<file path="config.mk">
export PLATFORM = sky130hd
export DESIGN_NAME = char_ram_arbiter
export DESIGN_NICKNAME = d
export VERILOG_FILES = /design/src/rtl/char_ram_arbiter.sv
export SDC_FILE = /design/constraint.sdc
export NUM_CORES = 1
export LEC_CHECK = 0
export BUFFER_PORTS_ARGS = -buffer_cell sky130_fd_sc_hd__buf_2
export CAP_MARGIN = 0
export CORE_ASPECT_RATIO = 1.75
export CORE_MARGIN = 5
export CORE_UTILIZATION = 33
export CTS_CLUSTER_SIZE = 24
export DETAILED_ROUTE_END_ITERATION = 7
export PLACE_DENSITY = 0.75
export SLEW_MARGIN = 10
export SYNTH_ARGS = -nofsm -noshare
export SYNTH_HDL_FRONTEND = slang
export SYNTH_SLANG_ARGS = --single-unit
</file>
<file path="constraint.sdc">
create_clock -name clk -period 1.33 [get_ports clk]
set_clock_uncertainty 0.2 [all_clocks]
set_input_delay 0.399 -clock clk [delete_from_list [all_inputs] [get_ports clk]]
set_output_delay 0.399 -clock clk [all_outputs]
set_load 0.02 [all_outputs]
</file>
<file path="src/rtl/char_ram_arbiter.sv">
`timescale 1ns/1ps
// char_ram_arbiter
// Shares one single-port character RAM between the video fetch path, two
// writer clients and an optional clear sequencer. Video always wins so scan-out
// never stalls; the clear sequencer comes next; the writers share whatever is
// left round-robin. All RAM-side outputs are registered, so a grant in one
// cycle shows up on mem_* in the next.
//
// Optional feature: define CHAR_RAM_ARBITER_CLEAR_EN to build the clear
// sequencer. Without it clr_start is ignored and clr_busy is tied low.
//
// Ports:
//   clk, rst                     clock, asynchronous active-high reset
//   vid_req / vid_addr           video fetch request pulse and cell address
//   vid_valid / vid_data         fetched cell, two cycles after vid_req
//   wrN_valid/addr/data/ready    writer N handshake (N = 0, 1)
//   clr_start / clr_busy         clear request pulse and clear-in-progress
//   mem_en/we/addr/wdata         registered RAM controls
//   mem_rdata                    RAM read data, one cycle after mem_en
module char_ram_arbiter #(
  parameter int cols = 80,
  parameter int rows = 30,
  parameter int w_data = 8,
  parameter logic [w_data-1:0] blank_char = 8'h20,
  parameter int w_addr = $clog2(cols * rows)
) (
  input  logic              clk,
  input  logic              rst,
  input  logic              vid_req,
  input  logic [w_addr-1:0] vid_addr,
  output logic              vid_valid,
  output logic [w_data-1:0] vid_data,
  input  logic              wr0_valid,
  input  logic [w_addr-1:0] wr0_addr,
  input  logic [w_data-1:0] wr0_data,
  output logic              wr0_ready,
  input  logic              wr1_valid,
  input  logic [w_addr-1:0] wr1_addr,
  input  logic [w_data-1:0] wr1_data,
  output logic              wr1_ready,
  input  logic              clr_start,
  output logic              clr_busy,
  output logic              mem_en,
  output logic              mem_we,
  output logic [w_addr-1:0] mem_addr,
  output logic [w_data-1:0] mem_wdata,
  input  logic [w_data-1:0] mem_rdata
);

  localparam int unsigned cells = cols * rows;
  localparam logic [w_addr-1:0] last_cell = w_addr'(cells - 1);

  logic grant_vid, grant_clr, grant_wr0, grant_wr1;
  logic wr0_in_range, wr1_in_range;
  logic rr_q, rr_d;
  logic vid_rd_q, vid_rd_d;
  logic vid_valid_q, vid_valid_d;
  logic mem_en_q, mem_en_d;
  logic mem_we_q, mem_we_d;
  logic [w_addr-1:0] mem_addr_q, mem_addr_d;
  logic [w_data-1:0] mem_wdata_q, mem_wdata_d;
  logic [w_addr-1:0] clr_addr;

`ifdef CHAR_RAM_ARBITER_CLEAR_EN
  typedef enum logic {CLR_IDLE, CLR_CLEAR} clr_state_e;

  clr_state_e clr_state_q, clr_state_d;
  logic [w_addr-1:0] clr_cnt_q, clr_cnt_d;

  always_ff @(posedge clk or posedge rst) begin
    if (rst) begin
      clr_state_q <= CLR_IDLE;
      clr_cnt_q   <= '0;
    end else begin
      clr_state_q <= clr_state_d;
      clr_cnt_q   <= clr_cnt_d;
    end
  end

  // The counter only advances on cycles the sequencer actually owns the RAM,
  // so video fetches simply stretch the clear. clr_start while clearing is
  // ignored rather than restarting.
  always_comb begin
    clr_state_d = clr_state_q;
    clr_cnt_d   = clr_cnt_q;
    case (clr_state_q)
      CLR_IDLE: begin
        if (clr_start) begin
          clr_state_d = CLR_CLEAR;
          clr_cnt_d   = '0;
        end
      end
      CLR_CLEAR: begin
        if (grant_clr) begin
          if (clr_cnt_q == last_cell) begin
            clr_state_d = CLR_IDLE;
            clr_cnt_d   = '0;
          end else begin
            clr_cnt_d = clr_cnt_q + 1'b1;
          end
        end
      end
      default: begin
        clr_state_d = CLR_IDLE;
        clr_cnt_d   = '0;
      end
    endcase
  end

  always_comb begin
    clr_busy = (clr_state_q == CLR_CLEAR);
    clr_addr = clr_cnt_q;
  end
`else
  logic unused_clr_start;
  assign unused_clr_start = clr_start;
  assign clr_busy = 1'b0;
  assign clr_addr = '0;
`endif

  assign wr0_in_range = (32'(wr0_addr) < cells);
  assign wr1_in_range = (32'(wr1_addr) < cells);

  // Fixed-priority grant: video, then clear, then the writers. rr_q=0 means
  // wr0 wins a tie. Gated by rst so the combinational readies are low in reset.
  always_comb begin
    grant_vid = 1'b0;
    grant_clr = 1'b0;
    grant_wr0 = 1'b0;
    grant_wr1 = 1'b0;
    if (!rst) begin
      if (vid_req) begin
        grant_vid = 1'b1;
      end else if (clr_busy) begin
        grant_clr = 1'b1;
      end else if (wr0_valid && wr1_valid) begin
        if (rr_q) grant_wr1 = 1'b1;
        else      grant_wr0 = 1'b1;
      end else if (wr0_valid) begin
        grant_wr0 = 1'b1;
      end else if (wr1_valid) begin
        grant_wr1 = 1'b1;
      end
    end
  end

  // After a writer grant the pointer favours the other writer; out-of-range
  // writes still count as grants.
  always_comb begin
    rr_d = rr_q;
    if (grant_wr0)      rr_d = 1'b1;
    else if (grant_wr1) rr_d = 1'b0;
  end

  // Next-cycle RAM command. Out-of-range writes are acknowledged but leave
  // mem_en low so the RAM is never touched outside the text area.
  always_comb begin
    mem_en_d    = 1'b0;
    mem_we_d    = 1'b0;
    mem_addr_d  = '0;
    mem_wdata_d = '0;
    if (grant_vid) begin
      mem_en_d   = 1'b1;
      mem_addr_d = vid_addr;
    end else if (grant_clr) begin
      mem_en_d    = 1'b1;
      mem_we_d    = 1'b1;
      mem_addr_d  = clr_addr;
      mem_wdata_d = blank_char;
    end else if (grant_wr0 && wr0_in_range) begin
      mem_en_d    = 1'b1;
      mem_we_d    = 1'b1;
      mem_addr_d  = wr0_addr;
      mem_wdata_d = wr0_data;
    end else if (grant_wr1 && wr1_in_range) begin
      mem_en_d    = 1'b1;
      mem_we_d    = 1'b1;
      mem_addr_d  = wr1_addr;
      mem_wdata_d = wr1_data;
    end
  end

  // Two-stage video tag: stage one rides alongside mem_en, stage two lines up
  // with the RAM's read data.
  always_comb begin
    vid_rd_d    = grant_vid;
    vid_valid_d = vid_rd_q;
  end

  always_ff @(posedge clk or posedge rst) begin
    if (rst) begin
      rr_q        <= 1'b0;
      vid_rd_q    <= 1'b0;
      vid_valid_q <= 1'b0;
      mem_en_q    <= 1'b0;
      mem_we_q    <= 1'b0;
      mem_addr_q  <= '0;
      mem_wdata_q <= '0;
    end else begin
      rr_q        <= rr_d;
      vid_rd_q    <= vid_rd_d;
      vid_valid_q <= vid_valid_d;
      mem_en_q    <= mem_en_d;
      mem_we_q    <= mem_we_d;
      mem_addr_q  <= mem_addr_d;
      mem_wdata_q <= mem_wdata_d;
    end
  end

  assign wr0_ready = grant_wr0;
  assign wr1_ready = grant_wr1;
  assign mem_en    = mem_en_q;
  assign mem_we    = mem_we_q;
  assign mem_addr  = mem_addr_q;
  assign mem_wdata = mem_wdata_q;
  assign vid_valid = vid_valid_q;
  // Gated so the output reads zero whenever no fetch result is presented.
  assign vid_data  = vid_valid_q ? mem_rdata : '0;

endmodule

</file>
==> results of run 1 <==
==> placed cells by master (no fill, tap or decap), types with 2 or more instances in the layout <==
master    instances
inv_2             2
buf_16            2
dfrtp_1          24
buf_6            30
nand2_1           3
a221o_1          11
a22o_1            8
inv_1             2
a211oi_2          2
clkbuf_8          3
and2_1           18
buf_4            15
nand3_1           2
a21oi_4           2
buf_2            70
==> power breakdown <==
part | switching (mW) | total, mW | internal [mW] | leakage, nW
Sequential | 0.0309 | 0.838 | 0.807 | 0.331
Combinational | 0.226 | 0.501 | 0.275 | 0.802
Clock | 0.224 | 0.433 | 0.209 | 0.0255
==> metal layers <==
metal,part of all wire,up-vias,global-route usage
met4,0.019,0,0.0771
met2,0.60,69,0.326
li1,-,582,-
met3,0.084,4,0.0187
met5,0,-,0
met1,0.30,581,0.166
==> worst paths after layout <==
| check | startpoint | cells past startpoint | end |
|---|---|---|---|
| max in group asynchronous | rst | 4 | vid_valid$_DFF_PP0_ |
| setup reg to reg | rr_q$_DFFE_PP0P_ | 7 | mem_wdata[1]$_DFF_PP0_ |
| setup / recovery | rr_q$_DFFE_PP0P_ | 4 | wr1_ready |
| min in group clk | wr1_data[6] | 2 | mem_wdata[6]$_DFF_PP0_ |
| hold / removal | rst | 4 | mem_addr[10]$_DFF_PP0_ |
| hold reg to reg | vid_rd_q$_DFF_PP0_ | 0 | vid_valid$_DFF_PP0_ |
==> state kept, by name, summed over array words and instances (netlist names) <==
name,flops
mem_en,1
rr_q,1
mem_addr,12
mem_wdata,8
vid_rd_q,1
vid_valid,1
mem_we,1
==> worst max-delay path: cells and delay by family, from the launching register on <==
kind          cells  cell delay (ns)
flops             1             0.41
buf+inv           2             0.16
simple gates      2             0.22
==> through the flow <==
step | std cells | hold WS, ns | util | cell area (um^2) | power [mW]
after floorplan | 96 | 0.131 | - | 1180 | 1.04
after global placement | 249 | 0.132 | 0.542 | 1820 | 1.25
after detailed placement | 249 | 0.135 | 0.542 | 1820 | 1.26
after CTS | 260 | 0.107 | 0.642 | 2160 | 1.77
after global routing | 259 | 0.126 | 0.641 | 2160 | 1.86
final | 259 | 0.102 | 0.641 | 2160 | 1.77
==> logic make-up (layout without fill, tap and decap cells) <==
kind of cell / count (synthesis) / count (layout)
buffers and inverters: 9 / 127
and+or+nand+nor: 34 / 34
other: 1 / 1
DFF: 25 / 25
AOI/OAI and AO/OA: 27 / 27
==> cell type report <==
type / count / share of cell area
well taps: 45 / 0.0261
clock buffers: 3 / 0.0192
multi-input cells: 62 / 0.237
repair buffers: 119 / 0.418
inverters: 4 / 0.00696
flip-flops and latches: 25 / 0.291
clock inverters: 1 / 0.00232
==> what timing repair did <==
action | CTS | global route
gates resized for setup | 55 | 10
setup buffers | 4 | 0
endpoints found under the setup margin | 54 | 55
pin swaps | 11 | 5
cloned | 3 | 0
==> metrics.md, run 1 <==
| Metric | Value |
|---|---|
| WL per Instance | 15.6 um |
| R2R Setup Slk | -0.27 ns |
| Initial antenna violation count | 0 |
| Post-Synthesis Cell Area | 1130 um^2 |
| Hpwl dp | 2940 um |
| TritonCTS clock tree | built |
| RSZ-0062 raised after global routing | yes |
| Setup TNS | -8.35 ns |
| IO buf count | 97 |
| Failing checks | negative setup slack |
| Post-synth top area cell | dfrtp_1 |
| Post-synthesis cell type count | 27 |
| Clk sinks | 25 |
| Starting Density | 0.337 |
| Yosys synthesis warning count | 0 |
| Fillers | 257 |
| Setup-failing EPs final | 54 |
| Leak Pwr | 1.16 nW |
| CP endpoint kind | output port |
| Final WL | 4040 um |
| Post-DRT Antenna Nets | 0 |
| Diode count | 0 |
| Total CTS buffers | 3 |
| Clock Latency Late Sink | 0.26 ns |
| Final Worst Setup Slack | -0.318 ns |
| Layout cell share with drive strength beyond 1 | 0.650 |
| CP max stage cell | dfrtp_1 |
| Prevailing post-synth register cell | dfrtp_1 |
| Row count | 28 |
| Most frequent cell after synthesis | dfrtp_1 |
| Required @ worst endpoint | 0.73 ns |
| Status | finished with violations |
| Post-synthesis xor/xnor area fraction | 0 |
| Type of the most critical hold path | primary input to asynchronous set/reset pin |
| Mux cell area share after synthesis | 0 |
| Hold Vio Cnt, Final | 0 |
| Vias per cell | 4.77 |
| Simple-gate share of the synthesized area | 0.177 |
| Kind of critical path | register to output port |
| Clock Tree Buf Depth | 2 |
| Final RePlAce weighted congestion | 0.791 |
| Worst vdd ir | 0.485 mV |
| Crit start category | register |
| Max_cap viols | 0 |
| # H-tree levels | 1 |
| Synth top cells by count | dfrtp_1 (25), and2_1 (19), a221o_1 (11) |
| Min Tclk post-route | 1.65 ns |
| TritonRoute pass-1 iters | 4 |
| Net Count, Synth | 162 |
| IO Pins | 100 |
| DIE AREA | 4750 um^2 |
| Synth Area in Adders | 0 |
| Area contributors post-synth | dfrtp_1 (55%), and2_1 (10%), a221o_1 (9.7%) |
| Worst Path Max Fanout | 3 |
| Largest net degree at the start of global routing | 26 |
| Multi-input logic area | 510 um^2 |
| Main combinational cell family by area after synthesis | compound AO/OA/AOI/OAI gates |
| Max-slew violation count | 0 |
| Vias in the first global route | 1272 |
| Die X | 54.3 um |
| Post-route DRC | 0 |
| Via count | 1236 |
| Cells after Synth | 96 |
| Storage cell area | 627 um^2 |
| Place WS | -0.309 ns |
| Die Y | 87.5 um |
| Async SR Flop Fraction | 1.00 |
| Root buffer cell | clkbuf_8 |
| Syn_area_per_cell | 11.8 um^2 |
| 1st-iter DRT viols | 27 |
| Synth Register Bits | 25 |
| Synth-to-layout area growth | 90.2% |
| Post-synth top area share | 0.552 |
| Overflow after GRT | 0 |
| Core area | 3360 um^2 |
| Final nets | 281 |
| Cell Chain, Critical Path | nand2b_4 > nand3_4 > inv_2 > buf_6 |
| Post-synth EDFFs | 0 |
| Post-synthesis compound-gate area fraction | 0.222 |
| Share of the clock period used by the worst path | 1.24 |
| WP data arrival | 1.05 ns |
| Max Freq | 607 MHz |
| Clock-pin slew on the worst setup and hold paths | 0.09 ns |
| GRT Util Overall | 0.168 |
| Global-route wire length before repair | 5840 um |
| Seq/Total Area, Yosys | 0.552 |
| CP peak stage delay | 0.41 ns |
| Post-cts hold buffer count | 0 |
| Pwr/cell area | 822 nW/um^2 |
Power figures use the tool's default switching activity.
==> run 2, diff against run 1 <==
--- a/config.mk
+++ b/config.mk
@@ -5,11 +5,12 @@
 export SDC_FILE = /design/constraint.sdc
 export NUM_CORES = 1
 export LEC_CHECK = 0
+export ABC_AREA = 1
 export BUFFER_PORTS_ARGS = -buffer_cell sky130_fd_sc_hd__buf_2
 export CAP_MARGIN = 0
 export CORE_ASPECT_RATIO = 1.75
 export CORE_MARGIN = 5
-export CORE_UTILIZATION = 33
+export CORE_UTILIZATION = 36
 export CTS_CLUSTER_SIZE = 24
 export DETAILED_ROUTE_END_ITERATION = 7
 export PLACE_DENSITY = 0.75
==> run 2 against run 1 <==
Non-clock buffer count decreased by 2. The run still ends with negative setup slack left. First-iteration DRC count rose by 26%. Sequential share of layout area shrank 1.4 points. Critical path depth unchanged. Utilization fell by 4.3 points. Global-route usage down 0.20 points. Design area increased by 5.2%. Synthesized cell count is 69% higher. Sequential power barely moved. Highest routed layer unchanged. Fmax fell by 1.1%.
==> metrics.md, run 2 <==
| Metric | Value |
|---|---|
| Status | finished with violations (unchanged) |
| Failing checks | negative setup slack (unchanged) |
| Main combinational cell family by area after synthesis | simple AND/OR/NAND/NOR gates (was compound AO/OA/AOI/OAI gates) |
| Post-DRT Antenna Nets | 0 (unchanged) |
| Initial antenna violation count | 0 (unchanged) |
| WP data arrival | 1.07 ns (was 1.05 ns) |
| Area contributors post-synth | dfrtp_1 (45%), nand4_1 (14%), nand2_1 (7.6%) (was dfrtp_1 (55%), and2_1 (10%), a221o_1 (9.7%)) |
| TritonCTS clock tree | built (unchanged) |
| Yosys synthesis warning count | 0 (unchanged) |
| Final nets | 339 (was 281) |
| R2R depth | 7 (unchanged) |
| Final Worst Setup Slack | -0.337 ns (was -0.318 ns) |
| Commonest cells after routing, fill and taps aside | buf_2 (71), nand4_1 (32), buf_6 (27), nand2_1 (26), dfrtp_1 (24) (was buf_2 (70), buf_6 (30), dfrtp_1 (24), and2_1 (18), buf_4 (15)) |
| Net Count, Synth | 228 (was 162) |
| Core area | 3790 um^2 (was 3360 um^2) |
| Post-cts hold buffer count | 0 (unchanged) |
| CP endpoint kind | output port (unchanged) |
| Post-synth EDFFs | 0 (unchanged) |
| Tot Pwr | 1.81 mW (was 1.77 mW) |
| Overflow after GRT | 0 (unchanged) |
| Met2 usage | 0.316 (was 0.326) |
| Leak Pwr | 1.29 nW (was 1.16 nW) |
| Via count | 1529 (was 1236) |
| Vias in the first global route | 1553 (was 1272) |
| Setup-failing EPs final | 55 (was 54) |
| Root buffer cell | clkbuf_8 (unchanged) |
| Async SR Flop Fraction | 1.00 (unchanged) |
| Clk sinks | 25 (unchanged) |
| 1st-iter DRT viols | 34 (was 27) |
| Post-synthesis compound-gate area fraction | 0.0423 (was 0.222) |
| Worst vdd ir | 0.432 mV (was 0.485 mV) |
| Post-synth top area share | 0.450 (was 0.552) |
| Type of the most critical hold path | primary input to register (was primary input to asynchronous set/reset pin) |
| Seq/Total Area, Yosys | 0.450 (was 0.552) |
| Hold Vio Cnt, Final | 0 (unchanged) |
| Starting Density | 0.366 (was 0.337) |
| Prevailing post-synth register cell | dfrtp_1 (unchanged) |
| Final RePlAce weighted congestion | 0.806 (was 0.791) |
| Vias per cell | 4.78 (was 4.77) |
| Min Tclk post-route | 1.67 ns (was 1.65 ns) |
| Diode count | 0 (unchanged) |
| Syn_area_per_cell | 8.57 um^2 (was 11.8 um^2) |
| Synth-to-layout area growth | 63.3% (was 90.2%) |
| R2R Setup Slk | -0.14 ns (was -0.27 ns) |
| Largest net degree at the start of global routing | 26 (unchanged) |
| Max Freq | 600 MHz (was 607 MHz) |
| WL per Instance | 13.5 um (was 15.6 um) |
| Hpwl dp | 3450 um (was 2940 um) |
| Crit path capture | wr0_ready (was wr1_ready) |
| Clock Tree Buf Depth | 2 (unchanged) |
| Clock Latency Late Sink | 0.27 ns (was 0.26 ns) |
| RSZ-0062 raised after global routing | yes (unchanged) |
| Final WL | 4330 um (was 4040 um) |
| Post-Layout Cell Count | 320 (was 259) |
| Layout cell share with drive strength beyond 1 | 0.537 (was 0.650) |
| Post-route DRC | 0 (unchanged) |
| Most common cell after layout, fill and taps aside | buf_2 (unchanged) |
| Dpl cells | 314 (was 249) |
| Die X | 57.0 um (was 54.3 um) |
| Largest register FFs | 12 (unchanged) |
| Post-synth top area cell | dfrtp_1 (unchanged) |
| IO Pins | 100 (unchanged) |
| DIE AREA | 5250 um^2 (was 4750 um^2) |
| Share of the clock period used by the worst path | 1.25 (was 1.24) |
| Kind of critical path | register to output port (unchanged) |
| TritonRoute pass-1 iters | 4 (unchanged) |
| Row count | 30 (was 28) |
| Post-route cell area | 2270 um^2 (was 2160 um^2) |
| M1 GR Usage | 0.180 (was 0.166) |
| Post-synthesis cell type count | 22 (was 27) |
| # H-tree levels | 1 (unchanged) |
| Max_cap viols | 0 (unchanged) |
| Post-synthesis xor/xnor area fraction | 0 (unchanged) |
| Crit start category | register (unchanged) |
| Setup TNS | -5.69 ns (was -8.35 ns) |
| Required @ worst endpoint | 0.73 ns (about the same) |
| Clock-pin slew on the worst setup and hold paths | 0.10 ns (was 0.09 ns) |
| Simple-gate share of the synthesized area | 0.359 (was 0.177) |
| Synth Register Bits | 25 (unchanged) |
| IO buf count | 97 (unchanged) |
| Worst r2r src | rr_q$_DFFE_PP0P_ (unchanged) |
| Most frequent cell after synthesis | nand4_1 (was dfrtp_1) |
| Total CTS buffers | 3 (unchanged) |
| GRT Max-Usage Layer | met2 (unchanged) |
| GR Layer Usage met3 | 0.0254 (was 0.0187) |
| Synth top cells by count | nand4_1 (32), nand2_1 (28), dfrtp_1 (25) (was dfrtp_1 (25), and2_1 (19), a221o_1 (11)) |
| Reg2reg end | mem_wdata[3]$_DFF_PP0_ (was mem_wdata[1]$_DFF_PP0_) |
| Global-route wire length before repair | 7020 um (was 5840 um) |
| Synth Area in Adders | 0 (unchanged) |
| Die Y | 92.2 um (was 87.5 um) |
| Critical path startpoint | rr_q$_DFFE_PP0P_ (unchanged) |
| Place WS | -0.335 ns (was -0.309 ns) |
| Cells after Synth | 162 (was 96) |
| Worst Path Max Fanout | 3 (unchanged) |
| Post-Synthesis Cell Area | 1390 um^2 (was 1130 um^2) |
| Mux cell area share after synthesis | 0 (unchanged) |
| Pwr/cell area | 797 nW/um^2 (was 822 nW/um^2) |
| DP Area | 1980 um^2 (was 1820 um^2) |
| GRT Util Overall | 0.166 (was 0.168) |
| Max-slew violation count | 0 (unchanged) |
==> run 2: cell types whose count changed in the layout (fill, tap and decap cells not counted), moves of 7 or more <==
cell / change
nand2_1: +23
o21ai_2: +7
nand4_1: +32
nand3_1: +11
and2_1: -18
a221o_1: -11
a22o_1: -8
inv_1: +20
==> run 2: logic make-up after synthesis <==
logic type,Yosys count
other,1
DFF,25
buffers and inverters,38
and+or+nand+nor,87
AOI/OAI and AO/OA,11
==> run 2: worst min path at each step <==
stage / start / end / slack, ns / depth (start not counted)
floorplan: rst / mem_addr[0]$_DFF_PP0_ / 0.09 / 1
global placement: vid_rd_q$_DFF_PP0_ / vid_valid$_DFF_PP0_ / 0.13 / 0
detailed placement: vid_rd_q$_DFF_PP0_ / vid_valid$_DFF_PP0_ / 0.15 / 0
CTS: vid_addr[0] / mem_addr[0]$_DFF_PP0_ / 0.12 / 3
global route: vid_addr[3] / mem_addr[3]$_DFF_PP0_ / 0.13 / 3
finish: vid_addr[0] / mem_addr[0]$_DFF_PP0_ / 0.12 / 3
==> run 2: per-layer routing <==
| metal | up-vias | wire length, um |
|---|---|---|
| met5 | - | 0 |
| met4 | 0 | 93 |
| met3 | 6 | 262 |
| met2 | 62 | 2480 |
| met1 | 698 | 1500 |
| li1 | 763 | - |
==> run 2: area by class of cell <==
| cell class | instances | area [um^2] |
|---|---|---|
| repair buffers | 117 | 810 |
| clock inverters | 1 | 8.76 |
| fillers | 374 | 1520 |
| inverters | 26 | 101 |
| multi-input cells | 100 | 621 |
| flip-flops and latches | 25 | 627 |
| clock buffers | 3 | 41.3 |
| well taps | 48 | 60.1 |
==> run 2: worst max-delay path: stages (launching register included) <==
cell and delay, ns:
dfrtp_1 0.43, nand2_1 0.09, inv_2 0.06, nor2_8 0.09, buf_6 0.12
==> run 2: report_power, final <==
part | leakage, nW | internal (mW) | switching [mW]
registers | 0.331 | 0.806 | 0.0299
logic | 0.931 | 0.238 | 0.268
clock network | 0.0261 | 0.219 | 0.247
==> run 2: metrics by stage <==
step	hold slack, ns	utilization
final	0.119	0.598
after global routing	0.128	0.598
after CTS	0.117	0.586
after detailed placement	0.153	0.523
after global placement	0.134	0.523
after floorplan	0.0913	-
==> run 2: what timing repair did <==
action                                  in CTS  in global routing
setup buffers                                0                  1
pin swaps                                    4                 16
resized for setup                           55                 12
cloned                                       1                  0
endpoints found under the setup margin      55                 55
==> run 3, diff against run 2 <==
--- a/config.mk
+++ b/config.mk
@@ -14,6 +14,7 @@
 export CTS_CLUSTER_SIZE = 24
 export DETAILED_ROUTE_END_ITERATION = 7
 export PLACE_DENSITY = 0.75
+export REMOVE_ABC_BUFFERS = 1
 export SLEW_MARGIN = 10
 export SYNTH_ARGS = -nofsm -noshare
 export SYNTH_HDL_FRONTEND = slang
==> run 3 against run 2 <==
The flow still finishes with violations (negative setup slack). Combinational power fell by 0.8%. Register-to-register slack gained 0.02 ns. Utilization shrank 0.69 points.
==> metrics.md, run 3 (synthesis results as in run 2) <==
| Metric | Value |
|---|---|
| Status | finished with violations (unchanged) |
| Failing checks | negative setup slack (unchanged) |
| Layout cell share with drive strength beyond 1 | 0.515 (was 0.537) |
| Hold Vio Cnt, Final | 0 (unchanged) |
| Pwr/cell area | 796 nW/um^2 (was 797 nW/um^2) |
| Vias per cell | 4.83 (was 4.78) |
| Total CTS buffers | 3 (unchanged) |
| Diode count | 0 (unchanged) |
| Final core occ | 0.591 (was 0.598) |
| Die Y | 92.2 um (unchanged) |
| Commonest cells after routing, fill and taps aside | buf_2 (72), nand4_1 (32), nand2_1 (27), buf_6 (26) (was buf_2 (71), nand4_1 (32), buf_6 (27), nand2_1 (26), dfrtp_1 (24)) |
| Logic pwr share | 0.282 (was 0.280) |
| Sequential share of power | 0.468 (was 0.462) |
| Final Worst Setup Slack | -0.313 ns (was -0.337 ns) |
| Via count | 1536 (was 1529) |
| Clk network pwr share | 0.249 (was 0.258) |
| Overflow after GRT | 0 (unchanged) |
| Final RePlAce weighted congestion | 0.758 (was 0.806) |
| CP peak stage delay | 0.43 ns (about the same) |
| Root buffer cell | clkbuf_8 (unchanged) |
| IO buf count | 97 (unchanged) |
| Tot Pwr | 1.78 mW (was 1.81 mW) |
| Post-route DRC | 0 (unchanged) |
| GRT Util Overall | 0.170 (was 0.166) |
| Worst r2r src | rr_q$_DFFE_PP0P_ (unchanged) |
| Setup TNS | -5.03 ns (was -5.69 ns) |
| TritonCTS clock tree | built (unchanged) |
| Crit start category | register (unchanged) |
| CP max stage cell | dfrtp_1 (unchanged) |
| Type of the most critical hold path | primary input to asynchronous set/reset pin (was primary input to register) |
| Net Switching | 0.531 mW (was 0.545 mW) |
| Post-DRT Antenna Nets | 0 (unchanged) |
| CP endpoint kind | output port (unchanged) |
| Clock Latency Late Sink | 0.26 ns (was 0.27 ns) |
| Share of the clock period used by the worst path | 1.23 (was 1.25) |
| Clock Tree Buf Depth | 2 (unchanged) |
| Core area | 3790 um^2 (unchanged) |
| RSZ-0062 raised after global routing | yes (unchanged) |
| WP data arrival | 1.04 ns (was 1.07 ns) |
| Pint | 1.25 mW (was 1.26 mW) |
| Max-slew violation count | 0 (unchanged) |
| Dpl cells | 313 (was 314) |
| 1st-iter DRT viols | 48 (was 34) |
| Post-cts hold buffer count | 0 (unchanged) |
| Final nets | 337 (was 339) |
| Vias in the first global route | 1520 (was 1553) |
| Largest register FFs | 12 (unchanged) |
| Die X | 57.0 um (unchanged) |
| Row count | 30 (unchanged) |
| Max Freq | 609 MHz (was 600 MHz) |
| TritonRoute pass-1 iters | 4 (unchanged) |
| Synth-to-layout area growth | 61.4% (was 63.3%) |
| Kind of critical path | register to output port (unchanged) |
| Worst vdd ir | 0.422 mV (was 0.432 mV) |
| Min Tclk post-route | 1.64 ns (was 1.67 ns) |
| Switching Fraction | 0.298 (was 0.302) |
| CP delay by family, top | flip-flops (unchanged) |
| DIE AREA | 5250 um^2 (unchanged) |
| Worst Path Max Fanout | 3 (unchanged) |
| Leak Pwr | 1.28 nW (was 1.29 nW) |
| Initial antenna violation count | 0 (unchanged) |
| Fillers | 343 (was 374) |
| Global-route wire length before repair | 7080 um (was 7020 um) |
| Post-Layout Cell Count | 318 (was 320) |
| Critical path startpoint | rr_q$_DFFE_PP0P_ (unchanged) |
| Hpwl dp | 3410 um (was 3450 um) |
| WL per Instance | 13.8 um (was 13.5 um) |
| Final WL | 4390 um (was 4330 um) |
| Max_cap viols | 0 (unchanged) |
| Setup-failing EPs final | 49 (was 55) |
| Cell Chain, Critical Path | nand2_1 > inv_2 > nor2_8 > buf_6 (unchanged) |
| Required @ worst endpoint | 0.73 ns (about the same) |
| # H-tree levels | 1 (unchanged) |
| Clock-pin slew on the worst setup and hold paths | 0.09 ns (was 0.10 ns) |
| Clk sinks | 25 (unchanged) |
| IO Pins | 100 (unchanged) |
| Largest net degree at the start of global routing | 26 (unchanged) |
| CP bufs+invs | 2 (unchanged) |
| Starting Density | 0.366 (unchanged) |
| Most common cell after layout, fill and taps aside | buf_2 (unchanged) |
==> run 3: changes by cell type in the layout (fill, tap and decap cells not counted) <==
cell        previous run  this run
nand2_4                1         0
inv_2                  3         2
o21ai_2                7         5
buf_8                  1         0
buf_12                 0         2
inv_6                  1         0
buf_4                 18        15
nand2_1               26        27
o21ai_1                3         5
buf_2                 71        72
inv_1                 22        24
buf_6                 27        26
clkinv_2               0         1
clkinvlp_4             1         0
==> run 3: final timing paths <==
kind,endpoint,slack (ns),cells past startpoint
min reg2reg,vid_valid$_DFF_PP0_,0.16,0
max in group asynchronous,vid_valid$_DFF_PP0_,0.65,3
min in group clk,mem_addr[1]$_DFF_PP0_,0.15,3
max,wr0_ready,-0.31,4
min,mem_addr[3]$_DFF_PP0_,0.03,3
max reg2reg,mem_addr[3]$_DFF_PP0_,-0.12,7
==> run 3: area by class of cell <==
| cell class | instances | area, um^2 | share of cell area |
|---|---|---|---|
| sequential | 25 | 627 | 0.280 |
| timing repair buffer | 115 | 806 | 0.359 |
| multi-input combinational | 100 | 606 | 0.270 |
| tap | 48 | 60.1 | 0.0268 |
| clock inverter | 1 | 5.00 | 0.00223 |
| inverter | 26 | 97.6 | 0.0435 |
| clock buffer | 3 | 41.3 | 0.0184 |
==> run 3: worst min-delay path, delay by kind of cell <==
family   cells  cell delay, ns
buf+inv      3            0.49
==> run 3: stage by stage <==
stage / area, um^2 / worst slack, ns / hold slack (ns)
floorplan: 1280 / -0.361 / 0.131
global placement: 1990 / -0.307 / 0.133
detailed placement: 1990 / -0.314 / 0.140
CTS: 2250 / -0.330 / 0.0281
global route: 2240 / -0.363 / 0.0633
finish: 2240 / -0.313 / 0.0253
==> run 3: power groups by stage <==
| stage | sequential (mW) | combinational, mW | clock, mW |
|---|---|---|---|
| after floorplan | 0.889 | 0.156 | 0 |
| after global placement | 0.836 | 0.441 | 0 |
| after detailed placement | 0.839 | 0.445 | 0 |
| after CTS | 0.835 | 0.509 | 0.463 |
| after global routing | 0.841 | 0.550 | 0.496 |
| final | 0.835 | 0.503 | 0.445 |
==> run 3: what timing repair did <==
action,CTS,global route
gates cloned,1,0
gates resized for setup,58,3
endpoints found under the setup margin,55,55
setup buffers,2,0
pin swaps,13,3
==> run 3: layer usage <==
| layer | track usage | vias up | wire (um) |
|---|---|---|---|
| met5 | 0 | - | 0 |
| met3 | 0.0324 | 8 | 402 |
| li1 | - | 762 | - |
| met2 | 0.309 | 64 | 2410 |
| met4 | 0.0677 | 0 | 107 |
| met1 | 0.186 | 702 | 1480 |
